==> src/rtl/alu_if.sv <==
// Operand/result bundle between the execute-stage datapath and the alu.
// Latency: none (wires only); the alu registers its outputs one cycle after sampling.
// Backpressure: none; the datapath may present a new operation every cycle.
//
// Signals:
//   a, b     operands (a[4:0] is the shift amount, b is the shifted value)
//   ALUOp    6-bit funct-style operation select
//   out      registered result
//   zero     registered (out == 0)
//   overflow registered signed-overflow flag, only when ALU_OVERFLOW_EN is defined
// Modports: master = datapath (drives operands), slave = alu (drives results).
interface alu_if;
    logic [31:0] a;
    logic [31:0] b;
    logic [5:0]  ALUOp;
    logic [31:0] out;
    logic        zero;
`ifdef ALU_OVERFLOW_EN
    logic        overflow;

    modport master (output a, b, ALUOp, input out, zero, overflow);
    modport slave  (input a, b, ALUOp, output out, zero, overflow);
`else
    modport master (output a, b, ALUOp, input out, zero);
    modport slave  (input a, b, ALUOp, output out, zero);
`endif
endinterface

==> src/rtl/alu.sv <==
// 32-bit execute-stage ALU, funct-style opcodes, result and zero flag registered.
// Latency: 1 cycle from operand sampling to out/zero/overflow; throughput 1 op/cycle.
// Backpressure: none; every rising clk accepts the current operands.
//
// Ports:
//   clk  rising-edge clock
//   rst  asynchronous active-high reset (out = 0, zero = 1, overflow = 0)
//   bus  alu_if.slave: a, b, ALUOp in; out, zero (and overflow) out
// Optional feature: define ALU_OVERFLOW_EN to build the registered signed-overflow flag.
module alu (
    input  logic  clk,
    input  logic  rst,
    alu_if.slave  bus
);

    localparam logic [5:0] OP_SLL  = 6'h00;
    localparam logic [5:0] OP_SRL  = 6'h02;
    localparam logic [5:0] OP_SRA  = 6'h03;
    localparam logic [5:0] OP_LUI  = 6'h0F;
    localparam logic [5:0] OP_ADD  = 6'h20;
    localparam logic [5:0] OP_ADDU = 6'h21;
    localparam logic [5:0] OP_SUB  = 6'h22;
    localparam logic [5:0] OP_SUBU = 6'h23;
    localparam logic [5:0] OP_AND  = 6'h24;
    localparam logic [5:0] OP_OR   = 6'h25;
    localparam logic [5:0] OP_XOR  = 6'h26;
    localparam logic [5:0] OP_NOR  = 6'h27;
    localparam logic [5:0] OP_SLT  = 6'h2A;
    localparam logic [5:0] OP_SLTU = 6'h2B;

    logic [31:0] sum;
    logic [31:0] diff;
    logic [4:0]  shamt;
    logic [31:0] result;

    assign sum   = bus.a + bus.b;
    assign diff  = bus.a - bus.b;
    // Only the low five bits of a select the shift distance.
    assign shamt = bus.a[4:0];

    always_comb begin
        result = 32'h0;
        unique case (bus.ALUOp)
            OP_SLL:            result = bus.b << shamt;
            OP_SRL:            result = bus.b >> shamt;
            OP_SRA:            result = $unsigned($signed(bus.b) >>> shamt);
            OP_LUI:            result = {bus.b[15:0], 16'h0000};
            OP_ADD, OP_ADDU:   result = sum;
            OP_SUB, OP_SUBU:   result = diff;
            OP_AND:            result = bus.a & bus.b;
            OP_OR:             result = bus.a | bus.b;
            OP_XOR:            result = bus.a ^ bus.b;
            OP_NOR:            result = ~(bus.a | bus.b);
            OP_SLT:            result = {31'h0, $signed(bus.a) < $signed(bus.b)};
            OP_SLTU:           result = {31'h0, bus.a < bus.b};
            default:           result = 32'h0;
        endcase
    end

    always_ff @(posedge clk or posedge rst) begin
        if (rst) begin
            bus.out  <= 32'h0;
            bus.zero <= 1'b1;
        end else begin
            bus.out  <= result;
            bus.zero <= (result == 32'h0);
        end
    end

`ifdef ALU_OVERFLOW_EN
    logic ovf;

    // Signed overflow only for the trapping-style ADD/SUB codes; the wrapped
    // result is still written, the flag just reports it.
    always_comb begin
        ovf = 1'b0;
        if (bus.ALUOp == OP_ADD)
            ovf = (bus.a[31] == bus.b[31]) && (sum[31] != bus.a[31]);
        else if (bus.ALUOp == OP_SUB)
            ovf = (bus.a[31] != bus.b[31]) && (diff[31] != bus.a[31]);
    end

    always_ff @(posedge clk or posedge rst) begin
        if (rst)
            bus.overflow <= 1'b0;
        else
            bus.overflow <= ovf;
    end
`endif

endmodule

==> src/flat_wrapper.sv <==
// flat-port wrapper written by rule: the top's interface ports become plain ports
module alu_flat 
  (clk, rst, bus_a, bus_b, bus_ALUOp, bus_out, bus_zero);
  alu_if bus_i ();
  input  logic clk;
  input  logic rst;
  input wire logic [$bits(bus_i.a)-1:0] bus_a;
  input wire logic [$bits(bus_i.b)-1:0] bus_b;
  input wire logic [$bits(bus_i.ALUOp)-1:0] bus_ALUOp;
  output wire logic [$bits(bus_i.out)-1:0] bus_out;
  output wire logic [$bits(bus_i.zero)-1:0] bus_zero;
  assign bus_i.a = bus_a;
  assign bus_i.b = bus_b;
  assign bus_i.ALUOp = bus_ALUOp;
  assign bus_out = bus_i.out;
  assign bus_zero = bus_i.zero;
  alu u_core (.clk(clk), .rst(rst), .bus(bus_i));
endmodule
==> config.mk <==
export PLATFORM = sky130hd
export DESIGN_NAME = alu_flat
export DESIGN_NICKNAME = d
export VERILOG_FILES = /design/src/rtl/alu_if.sv /design/src/rtl/alu.sv /design/src/flat_wrapper.sv
export SDC_FILE = /design/constraint.sdc
export NUM_CORES = 1
export LEC_CHECK = 0
export BUFFER_PORTS_ARGS = -buffer_cell sky130_fd_sc_hd__clkbuf_2
export CELL_PAD_IN_SITES_DETAIL_PLACEMENT = 2
export CELL_PAD_IN_SITES_GLOBAL_PLACEMENT = 2
export CORE_MARGIN = 2
export CORE_UTILIZATION = 37
export CTS_CLUSTER_DIAMETER = 40
export CTS_CLUSTER_SIZE = 20
export DETAILED_ROUTE_END_ITERATION = 12
export PLACE_DENSITY = 0.88
export SLEW_MARGIN = 10
export SYNTH_ARGS = -nofsm -noshare
export SYNTH_HDL_FRONTEND = slang
export SYNTH_SLANG_ARGS = --single-unit
==> constraint.sdc <==
create_clock -name clk -period 1.3 [get_ports clk]
set_input_delay 0.325 -clock clk [delete_from_list [all_inputs] [get_ports clk]]
set_output_delay 0.325 -clock clk [all_outputs]
set_load 0.02 [all_outputs]
==> results of run 1 <==
## synth_stat cells (9+ instances only)
cell and n:
o21ai_0 92, a21oi_1 104, dfrtp_1 32, or3_1 11, a221oi_1 16, a211oi_1 44, buf_4 11, inv_1 93
nor4_1 20, a221o_1 12, clkbuf_1 57, nand2_1 117, o22ai_1 12, buf_1 13, nand2b_1 22, mux2_2 32
mux4_1 14, buf_2 34, o21bai_1 11, nor2b_1 15, mux4_2 29, o211ai_1 29, nand3_1 27, xnor2_1 44
a22oi_1 14, mux2i_1 74, a31oi_1 17, nor2_1 142, o21a_1 13, a21o_1 17, o2111ai_1 9, ha_1 108
xor2_1 11, and3_1 12, nor3_1 37, and2_1 10
## cells by family after synthesis
group           Yosys count  synth area share (%)
compound gates          484                  29.1
simple gates            458                  19.5
buf+inv                 225                  9.15
mux                     149                  18.6
fa+ha+maj               110                  12.2
xor+xnor                 55                  4.23
flops                    33                  7.26
## metrics by stage
stage | worst slack [ns] | TNS [ns] | cell area, um^2 | hold slack (ns)
2_1_floorplan | -2.27 | -42.55 | 11800 | 0.453
3_3_place_gp | -2.60 | -57.25 | 16600 | 0.337
==> results.md, run 1 <==
- The site row count is between 60 and 70.
- Sorting the synthesized cells by area gives the leading types as ha_1 (12%), dfrtp_1 (7.0%), mux2i_1 (6.5%), mux4_2 (5.7%), nor2_1 (4.7%).
- The tool reported: "[ERROR DPL-0033] detailed placement checks failed during check placement".
- The synthesized design contains 33 register bits.
- Measured along the x axis, the die boundary spans 180 um.
- The summed instance area of the synthesized netlist is approximately 0.011 mm^2.
- The post-synthesis cell count is ~1500.
- After synthesis, flip-flops and latches occupy 7.25% of the total area.
- The flow did not finish.
- The step where the flow halted is 3_5_place_dp.
- A synthesized cell averages roughly 7.5 um^2.
- The most area-hungry cell type in the Yosys netlist is ha_1.
- When the netlist entered floorplanning its net count stood at roughly 1700.
- Counting distinct cell types in the post-synthesis netlist gives 91.
- The count of flip-flops with a built-in enable after synthesis is 0.
- Pin placement for this block handled 105 I/O pins.
- The die is between 150 and 200 um tall.
- The Yosys step of the flow raised 0 warnings.
- In this run the tool buffered the top-level ports with around 100 buffer cells.
- Of the post-synthesis cell area, the dominant cell type holds around an eighth.
- In the synthesized netlist the async set-or-reset flop fraction comes to 100%.
- The detailed placer's ending HPWL is ~80 mm.
- For this configuration, the core starts out at a cell density of between 30% and 40%.
- Among all flip-flop cells after synthesis, the most frequent one is dfrtp_1.
- The final weighted congestion of routability-driven global placement is ~1.2.
==> inputs of run 2 (changes only) <==
==> config.mk (replaced) <==
export PLATFORM = sky130hd
export DESIGN_NAME = alu_flat
export DESIGN_NICKNAME = d
export VERILOG_FILES = /design/src/rtl/alu_if.sv /design/src/rtl/alu.sv /design/src/flat_wrapper.sv
export SDC_FILE = /design/constraint.sdc
export NUM_CORES = 1
export LEC_CHECK = 0
export BUFFER_PORTS_ARGS = -buffer_cell sky130_fd_sc_hd__clkbuf_2
export CORE_MARGIN = 2
export CORE_UTILIZATION = 25
export DETAILED_ROUTE_END_ITERATION = 12
export PLACE_DENSITY_LB_ADDON = 0.15
export SLEW_MARGIN = 10
export SYNTH_ARGS = -nofsm -noshare
export SYNTH_HDL_FRONTEND = slang
export SYNTH_SLANG_ARGS = --single-unit
==> run 2 against run 1 <==
Against the previous run:
- the flow now finishes, with violations (negative setup slack)
- area after synthesis stayed put
- synthesized cell count stayed put
==> results.md, run 2 <==
- The flow ran to the end, but the final reports show violations.
- The final reports fail on negative setup slack.
- The detailed placer's ending HPWL is 58.6 mm (-27%).
- The average size of a mapped cell is 7.53 um^2 (unchanged).
- In the final layout, the registers with the most flip-flops are u_core.bus.out x32, u_core.bus.zero x1.
- The core utilization of the finished layout is between 40 and 50%.
- The number of warnings printed during yosys synthesis is 0 (unchanged).
- The number of buffers inserted by hold repair at cts is 0.
- Clock-pin slew was measured on the worst setup and hold paths at about 0.07 ns.
- The count of endpoints failing hold in the final timing report is 0.
- The clock network power share is 11.9%.
- The leakage power is 9.20 nW.
- The top-area cell type share of the netlist area came to 11.9% (unchanged).
- The site row count was 78 (+22%).
- The setup-violating endpoint count in the final report is 33.
- The relative slew slack is 30.7%.
- By count the netlist is led by nor2_1 (142), nand2_1 (117), ha_1 (108).
- The first global-routing pass estimated between 100 and 150 mm of wire.
- The DRC violation total after the first TritonRoute iteration is between 1000 and 1500.
- The summed instance area of the synthesized netlist was 0.0114 mm^2 (unchanged).
- The post-route DRC violation count is 0.
- The switching power total is between 4 and 5 mW.
- The y dimension of the die is 218 um (+21%).
- The final antenna-violating net count is 0.
- The maximum buffer depth of the clock tree is 2.
- The routed layout has about 15000 vias.
- The cell area after layout is just over 0.02 mm^2.
- The area growth from synthesis to final layout is 77.8%.
- For the pin with the worst max-slew slack, the measured transition is ~1.0 ns.
- The post-synthesis cell count was 1514 (unchanged).
- Setup repair after global routing could not meet its margin everywhere.
- The cell sitting at the root of the clock tree is a clkbuf_16.
- In the final design database the tool counted 2407 nets.
- Clock tree synthesis inserted a total of 5 buffers.
- Leaving out fill and tap cells, the most frequent cell in the layout is buf_4.
- The total overflow reported by the global router is 0.
- The most instantiated flip-flop cell in the synthesis netlist is dfrtp_1.
- The via count of the first global-routing pass is approximately 16000.
- The unique cell type count in the Yosys netlist is 91 (unchanged).
- The worst setup path is launched from an input port.
- The most numerous cell in the Yosys netlist is nor2_1.
- The sequential share of the synthesized area is 7.25% (unchanged).
- STA puts the critical path data required time at 1.52 ns.
- The busiest layer in global routing is met2.
- Entering global routing, the biggest net connects 39 pins.
- The number of H-tree levels is 2.
- The standard cell area after detailed placement is approximately 0.017 mm^2.
- The number of flip-flops under the largest register name is 32.
- TritonCTS built the clock tree.
- The clock net in this run drives a total of 33 sinks.
- The combinational share of power is just under 80%.
- The met2 track demand over resource is around 47%.
- The minimum setup slack in the final design is -2.19 ns.
- By area the synthesized netlist is led by ha_1 (12%), dfrtp_1 (7.0%), mux2i_1 (6.5%), mux4_2 (5.7%), nor2_1 (4.7%).
- STA puts the critical path data arrival time at roughly 3.7 ns.
- The final layout contains routed wiring with a total length of between 70 and 80 mm.
- The number of synthesized register bits is 33 (unchanged).
- The final-report max-slew violation count was 0.
- The starting density of the core is 25.2% (-12 points).
- The sum of negative setup slack is -42.35 ns.
- Of the available clock period, the critical path in the final layout requires 269%.
- The net count after synthesis is 1696 (unchanged).
- The top-level port count was 105 (unchanged).
- Of the cells placed in the final design, the portion with a size suffix greater than 1 is a little over half.
- The total core area is around 0.045 mm^2.
- The critical path endpoint category is a register.
- The switching share of power is between 40% and 50%.
- The die boundary width is 218 um (+21%).
- Static timing analysis puts the maximum clock frequency at about 290 MHz.
- The count of port buffers added during placement is 104 (unchanged).
- Global routing used between 20 and 30% of the available tracks across all layers.
- The type of the worst min-delay path is input port to async pin.
- Along the worst path, the maximum fanout reaches 5.
- The startpoint-to-endpoint class of the critical path is input port to register.
- The count of flip-flops with a built-in enable after synthesis was 0 (unchanged).
- The total power consumption of the routed design is around 11 mW.
- The met1 layer usage reported by global route is between 40% and 50%.
- The die covers 0.0473 mm^2.
- In the layout the commonest cells are buf_4 (650), nor2_1 (127), nand2_1 (107).
- The most area-hungry cell type in the Yosys netlist is ha_1.
- The number of vias per cell is 5.46.
- The tool flagged a number of max-cap violations equal to 0.
- Across the VDD grid, the largest voltage drop is roughly 0.52 mV.
- The worst slack on hold paths is between 0.03 and 0.04 ns.
- The internal power of the cells totals about 6 mW.
- Dividing the detail-routed wire length by the instance count gives 25.4 um.
- The fraction of synthesis flops using an asynchronous set or reset pin is 100% (unchanged).
- The shortest clock period the worst path allows after layout is approximately 3.5 ns.
- The register with the most flip-flops in the final layout is u_core.bus.out.
- In this run the power density over the cells is 533 mW/mm^2.
- The number of antenna violations at the first check in global routing was 0.
- The final weighted congestion of routability-driven global placement is 1.01 (-12%).
- For this run, global-route usage on met3 was measured as 4.59%.
- Counting the fill cells in the layout gives 4583.
- For this run, the detailed router's first-pass iteration total came to 6.
- The share of total power in sequential cells is between 10% and 20%.
run 2: kinds of logic (layout without fill, tap and decap cells):
kind of cell | after synthesis | in the layout | synth area share [%]
xor+xnor | 55 | 55 | 4.23
flops | 33 | 33 | 7.26
other cells | 0 | 1 | 0
buf+inv | 225 | 937 | 9.15
simple gates | 458 | 458 | 19.5
mux | 149 | 149 | 18.6
fa+ha+maj | 110 | 110 | 12.2
compound gates | 484 | 484 | 29.1
run 2: layer usage:
metal  up-vias  routed length [um]
met4         0                3460
met2       624               32000
met3       111                4670
met1      7600               31500
met5         -                   0
li1       7092                   -
run 2: through the flow:
step	worst slack, ns	instances
2_1_floorplan	-2.27	1514
3_3_place_gp	-2.75	2736
3_5_place_dp	-2.81	2736
4_1_cts	-2.14	2803
5_1_grt	-2.33	2826
6_report	-2.19	2827
run 2: layout make-up:
| type | count | area [um^2] | share of cell area (%) |
|---|---|---|---|
| multi-input cells | 1256 | 11400 | 56.3 |
| repair buffers | 832 | 6730 | 33.2 |
| inverters | 97 | 393 | 1.94 |
| clock inverters | 3 | 17.5 | 0.0864 |
| diodes | 1 | 2.50 | 0.0123 |
| clock buffers | 5 | 125 | 0.617 |
| well taps | 600 | 751 | 3.70 |
| flip-flops and latches | 33 | 827 | 4.08 |
run 2: power groups by stage:
| stage | clock network (mW) | logic [mW] | registers (mW) |
|---|---|---|---|
| after global placement | 0 | 6.88 | 1.14 |
| final | 1.28 | 8.39 | 1.12 |
| after global routing | 1.33 | 8.86 | 1.13 |
| after detailed placement | 0 | 6.87 | 1.14 |
| after floorplan | 0 | 3.27 | 1.24 |
| after CTS | 1.30 | 7.84 | 1.12 |
run 2: what timing repair did:
action                                 CTS  global route
resized for setup                      347           154
pin swaps                              103            79
endpoints found under the hold margin    0             0
gates cloned                             2             0
setup buffers                           66            32
setup endpoints to repair               34            34
run 2: worst paths after layout:
path	start	end
worst min-delay path	rst	u_core.bus.out[11]
worst max-delay path	bus_a[0]	u_core.bus.zero
min in group clk	bus_b[11]	u_core.bus.zero
max in group asynchronous	rst	u_core.bus.zero
run 2: critical path, stage by stage:
cell,delay [ns]
buf_16,0.13
buf_6,0.12
ha_4,0.15
fa_2,0.37
a21oi_4,0.17
buf_6,0.12
o32ai_4,0.11
nand3_2,0.12
buf_4,0.12
nor2_1,0.03
o31a_1,0.26
xnor2_2,0.15
a221o_1,0.40
nor4_4,0.29
buf_4,0.16
nand4b_1,0.18
nand4bb_1,0.27
nor4_2,0.22
Note: power is estimated with default switching activity, not from simulation.
==> inputs of run 3 (changes only) <==
--- a/config.mk
+++ b/config.mk
@@ -5,6 +5,7 @@
 export SDC_FILE = /design/constraint.sdc
 export NUM_CORES = 1
 export LEC_CHECK = 0
+export ABC_AREA = 1
 export BUFFER_PORTS_ARGS = -buffer_cell sky130_fd_sc_hd__clkbuf_2
 export CORE_MARGIN = 2
 export CORE_UTILIZATION = 25
==> run 3 against run 2 <==
Against the previous run:
- the flow still finishes with violations (negative setup slack)
- sequential power about the same
- global-route usage up 2.1 points
- fmax up 51%
- power down 2.6%
- first-iteration DRC count up 23%
- via count up 18%
==> results.md, run 3 <==
- The flow ran to the end, but the final reports show violations.
- The final reports fail on negative setup slack.
- The internal power is 5.27 mW (-9.8%).
- The final weighted congestion of routability-driven global placement was 1.02 (+0.39%).
- The sum of negative setup slack was -23.82 ns (+18.53 ns).
- The required time at the endpoint of the critical path is 1.52 ns (about the same).
- The combinational share of power is 78.3% (+0.6 points).
- The count of TritonRoute iterations in the first routing pass is 10 (+4).
- The relative slew slack is 71.8% (+41 points).
- The final antenna-violating net count is 0 (unchanged).
- The switching share of power is 49.9% (+4.0 points).
- The die area is 0.0482 mm^2 (+1.8%).
- The number of vias in the routed layout came to 18200 (+18%).
- The CTS buffer count is 5 (unchanged).
- The power density over the cells is 505 mW/mm^2 (-5.2%).
- The clock-pin slew on the worst setup and hold paths is 0.06 ns (about the same).
- The switching power total is 5.24 mW (+5.8%).
- Ranked by flip-flop count, first place goes to u_core.bus.out.
- Sorting the synthesized cells by area gives the leading types as nand2_1 (28%), nand3_1 (19%), ha_1 (12%), inv_1 (10%), dfrtp_1 (6.9%).
- The count of flip-flops with a built-in enable after synthesis is 0 (unchanged).
- The critical path endpoint category is a register.
- The clock network power share is 10.9% (-1.0 points).
- In the synthesized netlist the dominant register cell turns out to be dfrtp_1.
- The die boundary width is 219 um (+0.88%).
- The total core area is 0.0456 mm^2 (+0.86%).
- The minimum setup slack in the final design was -1.01 ns (+1.18 ns).
- The data arrival time of the critical path is 2.53 ns (-1.18 ns).
- The aggregate global-route resource usage is 31.8% (+2.1 points).
- The top-level port count was 105 (unchanged).
- The number of diodes added for antenna fixing is 0 (-1).
- The net count reported at finish is 3145 (+31%).
- The y dimension of the die is 219 um (+0.88%).
- The number of synthesized register bits came to 33 (unchanged).
- The average size of a mapped cell is 5.01 um^2 (-33%).
- The worst slack on hold paths was 0.0584 ns (+0.0230 ns).
- The most area-hungry cell type in the Yosys netlist is nand2_1.
- The area growth from synthesis to final layout is 79.4%.
- The final-report max-slew violation count is 0 (unchanged).
- The mux share of post-synthesis cell area is 0% (-19 points).
- The xor/xnor share of the synthesized area is 0.0755% (-4.2 points).
- The first-pass GRT wire length is 112 mm (+7.8%).
- The largest registers in the layout are u_core.bus.out x32, u_core.bus.zero x1.
- The largest family of logic cells by synthesized area is simple AND/OR/NAND/NOR gates.
- The number of H-tree levels came to 2 (unchanged).
- The via count of the first global-routing pass was 17600 (+14%).
- The post-synthesis cell count came to 2317 (+53%).
- The maximum number of pins on one net before global-route repair is 64 (+64%).
- The summed instance area of the synthesized netlist came to 0.0116 mm^2 (+1.8%).
- The number of flip-flops under the largest register name is 32 (unchanged).
- The type of the worst min-delay path is input port to async pin.
- The fmax came to 433 MHz (+51%).
- The unique cell type count in the Yosys netlist is 39 (-57%).
- The setup path with the least slack is of type input port to register.
- The number of vias per cell came to 5.12 (-6.2%).
- The count of port buffers added during placement is 104 (unchanged).
- The total length of routed wires is 78.5 mm (+9.6%).
- The number of warnings printed during yosys synthesis is 0 (unchanged).
- Setup repair after global routing could not meet its margin everywhere.
- The compound-gate portion of the synthesized area is 8.91% (-20 points).
- The number of maximum-capacitance violations is 0 (unchanged).
- The peak supply drop is 0.400 mV (-23%).
- The maximum fanout count along the critical path is 9 (+4).
- The shortest clock period the worst path allows after layout is 2.31 ns (-1.18 ns).
- The count of endpoints failing hold in the final timing report was 0 (unchanged).
- The actual transition at the worst max-transition pin came to 0.422 ns (-0.614 ns).
- Among all cell types in the netlist, the one instantiated most often is nand2_1.
- Leaving out fill and tap cells, the most frequent cells in the layout are nand2_1 (641), buf_4 (545), nand3_1 (341).
- TritonCTS built the clock tree.
- The leading cell type in the layout, fill and taps excluded is nand2_1.
- The net count after synthesis was 2499 (+47%).
- The worst setup timing slack at the placement stage is -1.86 ns (+0.954 ns).
- The site row count was 78 (unchanged).
- The total overflow reported by the global router is 0 (unchanged).
- The detailed placer's ending HPWL came to 65.3 mm (+11%).
- The launching element type of the critical path is an input port.
- The number of buffers inserted by hold repair at cts is 0 (unchanged).
- The DRC violation total after the first TritonRoute iteration is 1826 (+23%).
- The maximum buffer depth of the clock tree is 2 (unchanged).
- The core utilization of the finished layout was 45.7% (+0.83 points).
- The starting density of the core is 25.5% (+0.23 points).
- The simple logic cell fraction of the synthesized area is 57.4% (+38 points).
- The number of antenna violations at the first check in global routing is 0 (unchanged).
- The sequential share of the synthesized area is 7.13% (-0.13 points).
- The share of post-route cells with drive strength above 1 is 47.1% (-6.9 points).
- The count of clock tree sinks came to 33 (unchanged).
- The share of total power in sequential cells is 10.8% (+0.4 points).
- The top-area cell type share of the netlist area is 28.0% (+16 points).
- The setup-violating endpoint count in the final report is 33 (unchanged).
- The post-synthesis adder-cell area fraction is 12.0% (-0.22 points).
- The root buffer cell is clkbuf_16.
- The total power consumption of the routed design came to 10.5 mW (-2.6%).
- The post-route DRC violation count is 0 (unchanged).
- Sorting the synthesized cells by how often they occur yields nand2_1 (867), nand3_1 (432), inv_1 (319).
- The fraction of synthesis flops using an asynchronous set or reset pin is 100% (unchanged).
- The average detailed-routed wire length per instance came to 22.0 um (-13%).
- The post-route clock period utilization is 178% (-91 points).
- The leakage power is 11.2 nW (+21%).
## run 3: cell types whose count changed after synthesis, sizes merged, moves of 43 or more
cell / change
a211oi: -44
inv: +232
mux2i: -74
mux4: -43
nand2: +756
nand3: +405
nor2: +57
o21ai: -53
xnor2: -44
## run 3: final cells by class
cell class / instances / area (um^2)
tap: 600 / 751
clock buffer: 5 / 125
fill: 4899 / 24800
clock inverter: 3 / 17.5
timing repair buffer: 730 / 6040
multi-input combinational: 1865 / 11800
sequential: 33 / 827
inverter: 328 / 1300
## run 3: what timing repair did
| action | in CTS | in global routing |
|---|---|---|
| pin swaps | 96 | 137 |
| setup buffers | 44 | 25 |
| cloned | 6 | 1 |
| resized for setup | 546 | 395 |
| endpoints found under the setup margin | 34 | 34 |
## run 3: logic make-up after synthesis
group,count (synthesis)
DFF,33
and+or+nand+nor,1577
adders and majority gates,110
xor gates and xnor gates,1
buffers and inverters,419
AOI/OAI and AO/OA,177
## run 3: final timing paths
check	cells past startpoint	start	end	slack, ns
setup / recovery	16	bus_a[1]	u_core.bus.zero	-1.01
hold / removal	3	rst	u_core.bus.out[30]	0.06
max in group asynchronous	3	rst	u_core.bus.zero	1.00
min in group clk	6	bus_a[13]	u_core.bus.out[13]	0.74
## run 3: worst max-delay path, stage by stage
cell and delay, ns:
clkbuf_16 0.12, buf_12 0.16, bufbuf_16 0.30, nand3_1 0.13
nand3_1 0.13, nand2_1 0.08, buf_4 0.13, nand2_1 0.13
nand3_1 0.13, a21boi_1 0.22, a21oi_2 0.09, nor2_4 0.16
nand3_2 0.08, nor2_2 0.11, nand2_1 0.09, nor2_1 0.10
## run 3: layer usage
layer | vias up | track usage [%] | wire length (um)
li1 | 8702 | - | -
met1 | 8717 | 42.1 | 34100
met2 | 676 | 53.9 | 36800
met3 | 148 | 2.47 | 4120
met4 | 0 | 11.4 | 3470
met5 | - | 0 | 0
## run 3: per-stage QoR
stage | instances | instance area (um^2)
floorplan | 2317 | 11800
global placement | 3481 | 16800
detailed placement | 3481 | 16800
CTS | 3538 | 19400
global route | 3564 | 20800
finish | 3564 | 20800
## run 3: power groups by stage
stage | Clock, mW | Combinational [mW] | Sequential, mW
final | 1.15 | 8.23 | 1.14
after CTS | 1.17 | 7.38 | 1.14
after global routing | 1.24 | 8.75 | 1.15
after floorplan | 0 | 2.83 | 1.27
after global placement | 0 | 6.26 | 1.16
after detailed placement | 0 | 6.24 | 1.16
